$ cat src/rtl/pc_fetch_sequencer.sv
`default_nettype none
// ============================================================================
//  Module   : pc_fetch_sequencer
//  Brief    : Program-counter owner and single-outstanding instruction fetch
//             sequencer with redirect/kill handling and a one-entry buffer.
//  Revision : 1.0
// ============================================================================
module pc_fetch_sequencer #(
    parameter int              PC_W     = 10,
    parameter int              INSTR_W  = 32,
    parameter logic [PC_W-1:0] RESET_PC = '0
) (
    input  logic               clk,
    input  logic               reset,
    input  logic               start,
    input  logic               redirect_valid,
    input  logic [PC_W-1:0]    redirect_addr,
    output logic               imem_req,
    output logic [PC_W-1:0]    imem_addr,
    input  logic               imem_ready,
    input  logic               imem_rvalid,
    input  logic [INSTR_W-1:0] imem_rdata,
    output logic               instr_valid,
    output logic [INSTR_W-1:0] instr,
    output logic [PC_W-1:0]    instr_pc,
    input  logic               instr_ready,
    output logic [PC_W-1:0]    pc_out,
    output logic               misalign_fault
);

    typedef enum logic [1:0] {
        S_IDLE = 2'd0,
        S_REQ  = 2'd1,
        S_WAIT = 2'd2,
        S_HOLD = 2'd3
    } state_t;

    state_t               state_q, state_d;
    logic [PC_W-1:0]      pc_q, pc_d;
    logic                 kill_q, kill_d;
    logic                 valid_q, valid_d;
    logic [INSTR_W-1:0]   instr_q, instr_d;
    logic [PC_W-1:0]      ipc_q, ipc_d;
    logic                 fault_q, fault_d;

    logic                 w_redir_ok;
    logic                 w_redir_bad;

    // A misaligned redirect only raises the fault; sequencing carries on as if absent.
    assign w_redir_ok  = redirect_valid & (redirect_addr[1:0] == 2'b00);
    assign w_redir_bad = redirect_valid & (redirect_addr[1:0] != 2'b00);

    always_comb begin
        state_d = state_q;
        pc_d    = pc_q;
        kill_d  = kill_q;
        valid_d = valid_q;
        instr_d = instr_q;
        ipc_d   = ipc_q;
        fault_d = fault_q | w_redir_bad;

        case (state_q)
            S_IDLE: begin
                if (w_redir_ok) begin
                    pc_d = redirect_addr;
                end else if (start) begin
                    state_d = S_REQ;
                end
            end
            S_REQ: begin
                if (w_redir_ok) begin
                    pc_d = redirect_addr;
                    // An accepted request still returns a word, which must be dropped.
                    if (imem_ready) begin
                        kill_d  = 1'b1;
                        state_d = S_WAIT;
                    end
                end else if (imem_ready) begin
                    state_d = S_WAIT;
                end
            end
            S_WAIT: begin
                if (w_redir_ok) begin
                    pc_d = redirect_addr;
                    if (imem_rvalid) begin
                        kill_d  = 1'b0;
                        state_d = S_REQ;
                    end else begin
                        kill_d  = 1'b1;
                    end
                end else if (imem_rvalid) begin
                    if (kill_q) begin
                        kill_d  = 1'b0;
                        state_d = S_REQ;
                    end else begin
                        instr_d = imem_rdata;
                        ipc_d   = pc_q;
                        valid_d = 1'b1;
                        pc_d    = pc_q + PC_W'(4);
                        state_d = S_HOLD;
                    end
                end
            end
            S_HOLD: begin
                if (w_redir_ok) begin
                    valid_d = 1'b0;
                    pc_d    = redirect_addr;
                    state_d = S_REQ;
                end else if (instr_ready) begin
                    valid_d = 1'b0;
                    state_d = S_REQ;
                end
            end
            default: begin
                state_d = S_IDLE;
            end
        endcase
    end

    always_ff @(posedge clk or negedge reset) begin
        if (!reset) begin
            state_q <= S_IDLE;
            pc_q    <= RESET_PC;
            kill_q  <= 1'b0;
            valid_q <= 1'b0;
            instr_q <= '0;
            ipc_q   <= '0;
            fault_q <= 1'b0;
        end else begin
            state_q <= state_d;
            pc_q    <= pc_d;
            kill_q  <= kill_d;
            valid_q <= valid_d;
            instr_q <= instr_d;
            ipc_q   <= ipc_d;
            fault_q <= fault_d;
        end
    end

    assign imem_req       = (state_q == S_REQ);
    assign imem_addr      = pc_q;
    assign pc_out         = pc_q;
    assign instr_valid    = valid_q;
    assign instr          = instr_q;
    assign instr_pc       = ipc_q;
    assign misalign_fault = fault_q;

endmodule
`default_nettype wire

$ cat config.mk
export PLATFORM = sky130hd
export DESIGN_NAME = pc_fetch_sequencer
export DESIGN_NICKNAME = d
export VERILOG_FILES = /design/src/rtl/pc_fetch_sequencer.sv
export SDC_FILE = /design/constraint.sdc
export NUM_CORES = 1
export LEC_CHECK = 0
export ABC_CLOCK_PERIOD_IN_PS = 4410
export BUFFER_PORTS_ARGS = -buffer_cell sky130_fd_sc_hd__buf_2
export CORE_MARGIN = 2
export CORE_UTILIZATION = 52
export CTS_CLUSTER_DIAMETER = 30
export DETAILED_ROUTE_END_ITERATION = 7
export PLACE_DENSITY = 0.91
export SLEW_MARGIN = 0
export SYNTH_ARGS = -nofsm -noshare
export SYNTH_HDL_FRONTEND = slang
export SYNTH_SLANG_ARGS = --single-unit
$ cat constraint.sdc
create_clock -name clk -period 4.41 [get_ports clk]
set_input_delay 0 -clock clk [delete_from_list [all_inputs] [get_ports clk]]
set_output_delay 0 -clock clk [all_outputs]
set_load 0.1 [all_outputs]
* Word-level counts from Yosys, hierarchy flattened *
Cells that the tools add are included.

word-level totals
  bits in registers = 57
  bits of input ports = 49
  logic and storage cells = 65

cells by class
  $add $sub $neg = 1
  equal/unequal tests = 14
  mux-type cells = 27
  bitwise gates (word level) = 5
  reduce and logical (&&, ||, !) cells = 11

operators with widths
  operator                                       count
  two-way mux 10 bit                             4
  one-hot mux 10 bit (2 select lines)            1
  two-way mux 2 bit                              9
  adder 10 x 3 -> 10 bit, second input constant  1
  two-way mux 1 bit                              10
  != test 2 bit, second input constant           5
  AND reduction 5 bit                            2
  != test 3 bit, second input constant           3
  one-hot mux 2 bit (4 select lines)             1
  AND reduction 4 bit                            2
  != test 2 x 1 -> 1 bit, second input constant  3
  nonzero test 2 bit                             3
  == test 2 bit, second input constant           2
  logical NOT 2 bit                              2
  one-hot mux 1 bit (2 select lines)             2
  AND reduction 3 bit                            1
  OR reduction 3 bit                             1
  bitwise AND 1 bit                              2
  == test 2 x 1 -> 1 bit, second input constant  1
  inverter 1 bit                                 2
  OR 1 bit                                       1

* Logic depth before layout (Yosys ltp) *
  depth after elaboration = 5
  gate-level depth with buffers = 8
  gate-level depth less buffers = 6

* Least setup slack after synthesis *
No wires, ideal clock.

  path type = reg2reg
  from = register state_q[1]
  to = register kill_q
  data arrival time = 1.910 ns
  data required time = 4.282 ns
  setup slack = 2.371 ns
  cell stages (with the launch flop) = 7
  path buffers = 0
  period minus slack after synthesis = 2.039 ns
  path through = dfrtp_1 inv_1 ha_1 nor2b_1 nor2_1 a21oi_1 a31oi_1

on the way
  cells in the longest elaborated chain, start to end = 3
  elaborated cells on any way between the ends = 8

ends and longest elaborated chain
  what                                                                           line  text
  from (decl)                                                                    38    state_t state_q, state_d;
  from (signal assigned)                                                         130   state_q <= state_d;
  == test 2 x 1 -> 1 bit (*)                                                     --
  net imem_req                                                                   18    output logic imem_req,
  != test 2 x 1 -> 1 bit (no source line) or nonzero test 2 bit (tied branches)  --
  AND reduction 4 bit (no source line)                                           --
  to (signal assigned)                                                           132   kill_q <= kill_d;
  to (decl)                                                                      40    logic kill_q, kill_d;

Mark *: on every way through the listed nets, which the timed path passes. The rest lies on a longest branch.
A chain may end at the register's enable or synchronous reset.

* Final worst setup path *
  from = register state_q[0]
  to = register instr_q[22] (netlist: instr[22])

on the way
  cells in the longest elaborated chain, start to end = 2

ends and longest elaborated chain
  what                                  line  text
  == test 2 bit                         62    case (state_q)
  AND reduction 4 bit (no source line)  --
  to (signal assigned)                  134   instr_q <= instr_d;
  to (decl)                             42    logic [INSTR_W-1:0] instr_q, instr_d;

No other way between the ends.

==> results.toml <==
[sta]
max_freq_mhz = 391.2
drv_slew = 0
finClkSkew_ns = 0.008015
fin_crit_ns = 2.556
rsz0062_at_grt = "no"
finalCritPeriodShare = 0.5796
tightest_slew_ns = 0.8421
setup_viol = 0
max-slew-margin-rel = 0.4386
hold_viol = 0
whs_ns = 0.01370
final.setup.tns_ns = 0

[clocking]
cts_buffers = 9
clock-sinks = 57
clk_pin_slew_worst_paths_ns = 0.06
root_buffer = "clkbuf_8"
cts_tree = "done"
htree_levels = 3
clock_path_buffers = 2
postCtsSetupBuffers = 0
clock_latency_ns = 0.34

[synth]
synth_cells = 191
yosys.area_share.xor_xnor = 0
synth_top_area_frac = 0.5184
ys_seq_area_frac = 0.5184
async_reset_ff_frac = 1.000
synth_nets = 246
avgSynthCellArea_um2 = 14.41
synth_compound_area_frac = 0.07776
synth-simple-area-share = 0.07322
synth-adder-area-share = 0.02729
syn-cell-area_mm2 = 0.002751
synthTopCellsByCount = "dfrtp_1, mux2_4, buf_4"
ys_top_cells_by_area = "dfrtp_1, mux2_4, buf_4"
ys.flop_type = "dfrtp_1"
ys_ff_latch = 57
synthMostInstantiatedCell = "dfrtp_1"
synth_top_cell_by_area = "dfrtp_1"
muxShareOfSynthArea = 0.2337
yosysUniqueCellTypes = 38
yosys_warnings = 0
synth-edff-count = 0
synth_top_family_by_area = "multiplexers"

[grt]
grt_use_total = 0.2652
grt_util_met3 = 0.07294
grt_pass1_vias = 2159
grtUsageMet2 = 0.4368
grt_pass1_wl_um = 11880
use_met1 = 0.3354
antenna_found_initial = 0
top_usage_layer = "met2"
grt_max_degree = 58
grt_overflow = 0

[drt]
via_count = 2115
routed_wl_um = 7376
drtIter0Drc = 114
vias_per_cell = 5.096
drt-pass1-iter-count = 4
wire_per_inst_um = 17.77
antenna_left = 0
route.detailed.drc = 0

[finish]
fin_util = 0.7536
drive_gt1_frac = 0.5188
num-fill-cells = 312
n_antenna_cell = 0
num-nets-final = 396
area_delta_synth_final_pct = 39.88

[die]
coreArea_mm2 = 0.005107
fp-row-count = 26
ios = 114
die_w_um = 76.74
die-area_mm2 = 0.005889
die_y_um = 76.74
initial_utilization = 0.5387

[worst_setup_path]
max_stage_delay_ns = 0.63
crit_required_ns = 4.62
arrival_ns = 2.77
cp_top_family = "simple AND/OR/NAND/NOR gates"
timing.reg2reg.setup_slack_ns = 1.85
critical_path_class = "flop to flop"
critical_path_buf_inv_count = 1
crit_path_start_kind = "flop"
critPathMaxFanout = 46
crit_slowest_cell = "nand3_4"
worstPathCellList = "inv_1 -> ha_1 -> nor2b_4 -> nand3_4 -> mux2_4"
setup.worst_path.end_class = "flop"

[placed_design]
placement.io_buffers = 113
hpwl_um = 4348
place_congestion = 0.7902

[run]
maxCapViolCount = 0

[status]
outcome = "finished clean"

[worst_hold_path]
hold_path_class = "input port to flop"
-- final cells by class --
class,count,area (um^2),share of cell area
multi-input combinational,112,1134,0.2945
tap,70,87.58,0.02276
clock buffer,12,155.1,0.04031
sequential,57,1426,0.3706
clock inverter,3,40.04,0.01040
timing repair buffer,155,983.4,0.2555
inverter,6,22.52,0.005852
-- metrics by stage --
step	setup slack (ns)	cell area [um^2]	instances
2_1_floorplan	2.371	2751	191
3_3_place_gp	1.960	3243	359
3_5_place_dp	1.869	3243	359
4_1_cts	1.854	3849	415
5_1_grt	1.717	3849	415
6_report	1.854	3849	415
-- worst reg2reg max path: cells and delay by family (launching register included) --
family | cells | cell delay [ns]
DFF | 1 | 0.41
buffers and inverters | 1 | 0.11
and+or+nand+nor | 2 | 0.92
muxes | 1 | 0.58
adders and majority gates | 1 | 0.42
-- logic make-up (layout without fill, tap and decap cells) --
kind of cell	after synthesis	after routing
AND/OR/NAND/NOR	31	31
AO/OA/AOI/OAI	29	29
adder cells (fa/ha/maj)	6	6
multiplexers	46	46
buffers and inverters	22	176
flip-flops	57	57
-- state kept, by name (all words and copies together), names as in the netlist --
name,flops
imem_addr,10
instr,32
instr_pc,10
instr_valid,1
kill_q,1
misalign_fault,1
state_q,2
-- layout by cell type (no fill, tap or decap), types with 3 or more instances in the layout --
cell type	n
buf_2	113
dfrtp_1	57
dlygate4sd3_1	41
mux2_4	35
clkbuf_8	11
o21ai_0	8
nand2_1	7
inv_1	6
mux2_2	6
ha_1	6
a21oi_1	5
nand3_1	5
mux2i_1	5
nor2_1	4
a22oi_1	3
-- worst paths after layout --
kind                                     startpoint                        to  depth (start not counted)
setup / recovery             state_q[0]$_DFFE_PN0P_     instr[22]$_DFFE_PN0P_                          5
hold / removal                           imem_ready        kill_q$_DFFE_PN0P_                          4
setup reg to reg             state_q[0]$_DFFE_PN0P_     instr[22]$_DFFE_PN0P_                          5
hold reg to reg            misalign_fault$_DFF_PN0_  misalign_fault$_DFF_PN0_                          1
max in group asynchronous                     reset     instr[20]$_DFFE_PN0P_                          3
min in group asynchronous                     reset     instr[14]$_DFFE_PN0P_                          3
-- layer usage --
| metal | vias to the layer above | wire length (um) |
|---|---|---|
| met1 | 1049 | 3036 |
| met4 | 0 | 124 |
| li1 | 966 | - |
| met2 | 87 | 3721 |
| met5 | - | 0 |
| met3 | 13 | 494 |
-- what timing repair did --
action                                  4_1_cts  5_1_grt
hold buffers                                 41        0
endpoints found under the hold margin        96        0
endpoints found under the setup margin        0        0
gates resized for setup                       0        0
Power is left out: the tool's default activity adds up to more than one toggle a clock period on the data nets, which glitch-free logic cannot reach.
